--- src/rtl/router_feeder.sv ---
// Packet feeder: stamps legal packets with a sequence number, queues them in a
// 4-deep FIFO and issues one per cycle to the downstream router when it is ready.
module router_feeder (
    input  logic        clk,
    input  logic        rst,
    input  logic [42:0] pkt_in,
    input  logic        pkt_valid,
    output logic        pkt_ready,
    input  logic        router_ready,
    output logic [42:0] data_out,
    output logic        data_valid,
    output logic [2:0]  fifo_level,
    output logic [7:0]  drop_count,
    output logic [1:0]  state
);

    typedef enum logic [1:0] {
        IDLE   = 2'd0,
        ACTIVE = 2'd1,
        STALL  = 2'd2
    } state_t;

    logic [42:0] mem [0:3];
    logic [1:0]  wr_ptr_reg;
    logic [1:0]  rd_ptr_reg;
    logic [2:0]  level_reg;
    logic [2:0]  level_next;
    logic [7:0]  seq_reg;
    logic [7:0]  drop_reg;
    logic [42:0] data_reg;
    logic        valid_reg;
    state_t      state_reg;
    state_t      state_next;

    logic        handshake;
    logic        legal;
    logic        push;
    logic        drop;
    logic        pop;
    logic [42:0] stamped;

    assign pkt_ready  = (level_reg < 3'd4);
    assign handshake  = pkt_valid && pkt_ready;
    assign legal      = (pkt_in[42:40] <= 3'd4);
    assign push       = handshake && legal;
    assign drop       = handshake && !legal;
    // Pop only looks at the pre-edge level, so a packet pushed into an empty queue waits one edge.
    assign pop        = router_ready && (level_reg != 3'd0);

    assign data_out   = data_reg;
    assign data_valid = valid_reg;
    assign fifo_level = level_reg;
    assign drop_count = drop_reg;
    assign state      = state_reg;

    always_comb begin
        stamped      = pkt_in;
        stamped[7:0] = seq_reg;
    end

    always_comb begin
        level_next = level_reg;
        case ({push, pop})
            2'b10:   level_next = level_reg + 3'd1;
            2'b01:   level_next = level_reg - 3'd1;
            default: level_next = level_reg;
        endcase
    end

    always_comb begin
        state_next = IDLE;
        if (level_next != 3'd0) begin
            state_next = router_ready ? ACTIVE : STALL;
        end
    end

    // Storage carries no reset; the pointers alone define which entries are live.
    always_ff @(posedge clk) begin
        if (push) begin
            mem[wr_ptr_reg] <= stamped;
        end
    end

    always_ff @(posedge clk or negedge rst) begin
        if (!rst) begin
            wr_ptr_reg <= 2'd0;
            rd_ptr_reg <= 2'd0;
            level_reg  <= 3'd0;
            seq_reg    <= 8'd1;
            drop_reg   <= 8'd0;
            data_reg   <= 43'd0;
            valid_reg  <= 1'b0;
            state_reg  <= IDLE;
        end else begin
            level_reg <= level_next;
            state_reg <= state_next;
            if (push) begin
                wr_ptr_reg <= wr_ptr_reg + 2'd1;
                seq_reg    <= (seq_reg == 8'd255) ? 8'd1 : seq_reg + 8'd1;
            end
            if (drop && (drop_reg != 8'd255)) begin
                drop_reg <= drop_reg + 8'd1;
            end
            if (pop) begin
                data_reg   <= mem[rd_ptr_reg];
                rd_ptr_reg <= rd_ptr_reg + 2'd1;
                valid_reg  <= 1'b1;
            end else begin
                valid_reg  <= 1'b0;
            end
        end
    end

endmodule

--- config.mk ---
export PLATFORM = sky130hd
export DESIGN_NAME = router_feeder
export DESIGN_NICKNAME = d
export VERILOG_FILES = /design/src/rtl/router_feeder.sv
export SDC_FILE = /design/constraint.sdc
export NUM_CORES = 1
export LEC_CHECK = 0
export ABC_AREA = 0
export CAP_MARGIN = 20
export CELL_PAD_IN_SITES_DETAIL_PLACEMENT = 1
export CELL_PAD_IN_SITES_GLOBAL_PLACEMENT = 1
export CORE_MARGIN = 8
export CORE_UTILIZATION = 40
export DETAILED_ROUTE_END_ITERATION = 12
export PLACE_DENSITY_LB_ADDON = 0.1
export SLEW_MARGIN = 10
export SYNTH_ARGS = -nofsm -noshare
export SYNTH_HDL_FRONTEND = slang
export SYNTH_SLANG_ARGS = --single-unit
--- constraint.sdc ---
create_clock -name clk -period 3.1 [get_ports clk]
set_input_delay 0.62 -clock clk [delete_from_list [all_inputs] [get_ports clk]]
set_output_delay 0.62 -clock clk [all_outputs]
set_load 0.01 [all_outputs]
==> results.md <==
- H-tree levels: 1
- Post-Synthesis Cells: 519
- MaxCap Viol Count: 0
- Antenna viol nets, final: 0
- Peak Freq: 425 MHz
- Setup Skew: 13.3 ps
- CTS sink cnt: 241
- DIE AREA: 28,400 um2
- Met1 usage: 0.173
- Final period util: 0.759
- Worst-path clk slew: 60 ps
- Starting density of the core: 0.409
- Syn avg cell area: 17.9 um2
- Beginning of the critical path: pkt_in[41]
- Port bufs: 96
- Crit path to: state[0]
- Root buffer cell: clkbuf_16
- Area grow syn2layout: 22.5%
- First-pass GRT wire length: 30.5 mm
- Ys flop type: edfxtp_1
- Post-layout nets: 693
- Via density: 5.01
- Power per cell area: 901 nW/um2
- Final Critical Period: 2350 ps
- Final Max Tran Viols: 0
- Leak: 0.00429 uW
- Relative slew slack: 0.375
- Busiest grt layer: met2
- Worst-skew pair later-pin latency: 520 ps
- Initial antenna violation count: 0
- Vias: 4,721
- Total Power: 10,300 uW
- Drt drc: 0
- Synth cell types: 35
- I/O pins: 105
- Top cells by area, synth: edfxtp_1 (56%), dfrtp_1 (18%), mux4_1 (8.2%)
- Number of synthesized flops with an enable pin: 172
- Synth area leader: edfxtp_1
- Post-placement cell count: 896
- Max reg flops: 172
- Post-CTS Hold Buffers: 0
- Post-CTS Resized: 0
- Sequential share of the synthesized area: 0.742
- Die Ht: 168 um
- R2R Path Start: fifo_level[2]
- Final Core Density: 0.501
- Post-synth top area share: 0.556
- Worst EP required: 3490 ps
- # setup viols final: 0
- Synthesized cell area: 9290 um2
- Min Hold Slack: 245 ps
- TritonCTS buffer count: 25
- Post-synth net total: 574
- DR iter-0 viols: 210
- Worst slew pin tran: 938 ps
- Final GP Congestion: 0.686
- CTS tree: done
- # diodes: 0
- GRT Residual Overflow: 0
- Met3 GRT Util: 0.0264
- Detail Placement HPWL: 11.9 mm
- Worst VDD drop: 367 uV
- Total Wirelength: 19.2 mm
- Met2 Use GR: 0.242
- Ys async rst share: 0.286
- Final Non-Filler Cells: 942
- Aggregate negative setup slack: 0 ps
- Num rows: 55
- Vias in the first global route: 5,393
- Unrepaired setup endpoints after global routing: false
- Yosys reg bits: 241
- Core area: 22,700 um2
- Critical path class: input port to flop
- Crit start category: input port
- Commonest non-fill, non-tap cell in the layout: edfxtp_1
- Fin. Hold Viols: 0
- Commonest non-fill, non-tap cells in the layout: edfxtp_1 (172), nand2_1 (137), clkdlybuf4s50_1 (95)
- Outcome: complete, no violations
- Ys Warns: 0
- Worst reg-to-reg path cell count: 10
- Hold crit path type: input port to asynchronous set/reset pin
- Kind of end point of the critical path: flop
- Max clock buf depth: 3
- Largest net degree at the start of global routing: 70
- TritonRoute pass-1 iters: 4
- Critical R2R Capture: state[0]
- Wirelength per Cell: 20.4 um
- Post-CTS Setup Bufs: 0
- Reg2reg setup slack: 920 ps
- Data arrival, critical path: 2740 ps
- Die X: 168 um
- Share of layout cells above drive strength 1: 0.126
- Most flops, register: mem
- Layout fillers: 2,133
- All-Layer GR Usage: 0.138
- Crit Path Max Fanout: 5
cell families after synthesis:
family | Yosys count | share of synthesized area
compound gates | 8 | 0.00929
xor+xnor | 19 | 0.0179
fa+ha+maj | 8 | 0.0116
buf+inv | 29 | 0.0268
flops | 241 | 0.742
mux | 46 | 0.119
simple gates | 168 | 0.0730
area by class of cell:
type | instances | area, um2 | area share
clock buffers | 32 | 672 | 0.0590
flip-flops and latches | 241 | 6900 | 0.606
repair buffers | 111 | 1150 | 0.101
inverters | 10 | 40.0 | 0.00352
multi-input cells | 249 | 2150 | 0.189
clock inverters | 14 | 119 | 0.0104
well taps | 285 | 357 | 0.0313
worst min path at each step:
stage	startpoint	end	depth (start not counted)	slack, ps
floorplan	rst	data_out[0]	0	320
global placement	data_out[15]	data_out[15]	2	460
detailed placement	data_out[14]	data_out[14]	2	460
CTS	rst	data_out[13]	1	280
global route	rst	data_out[13]	1	320
finish	rst	data_out[17]	1	250
stage by stage:
step	setup WS, ps	instance area [um2]
2_1_floorplan	431	9290
3_3_place_gp	263	10600
3_5_place_dp	206	10600
4_1_cts	753	11400
5_1_grt	621	11400
6_report	748	11400
worst max-delay path, cell delays in order:
cell	delay [ps]
clkdlybuf4s50_1	560
o21a_1	240
nor2_2	70
inv_1	60
ha_1	170
inv_1	60
fa_1	370
xor2_1	150
nor2_1	130
xnor2_1	180
a21boi_0	130
report_power, final:
group,switching (uW),internal (uW)
combinational,1320,1490
sequential,458,4150
clock,1210,1630
total,2990,7260
synthesized netlist by cell type, types with 3 or more instances:
cell type / n
and2_1: 5
buf_4: 3
buf_6: 10
clkbuf_8: 5
dfrtp_1: 68
edfxtp_1: 172
ha_1: 7
inv_1: 9
mux4_1: 29
mux4_2: 14
nand2_1: 137
nand3_1: 5
nor2_1: 7
nor3_1: 5
xnor2_1: 12
xor2_1: 7
routing by layer:
metal  vias to the layer above  part of all wire
met1                      2435              0.44
met3                        27             0.044
met4                         0             0.017
li1                       2170                 -
met2                        89              0.50
met5                         -                 0
No activity file was read; power rests on OpenSTA's default activity.
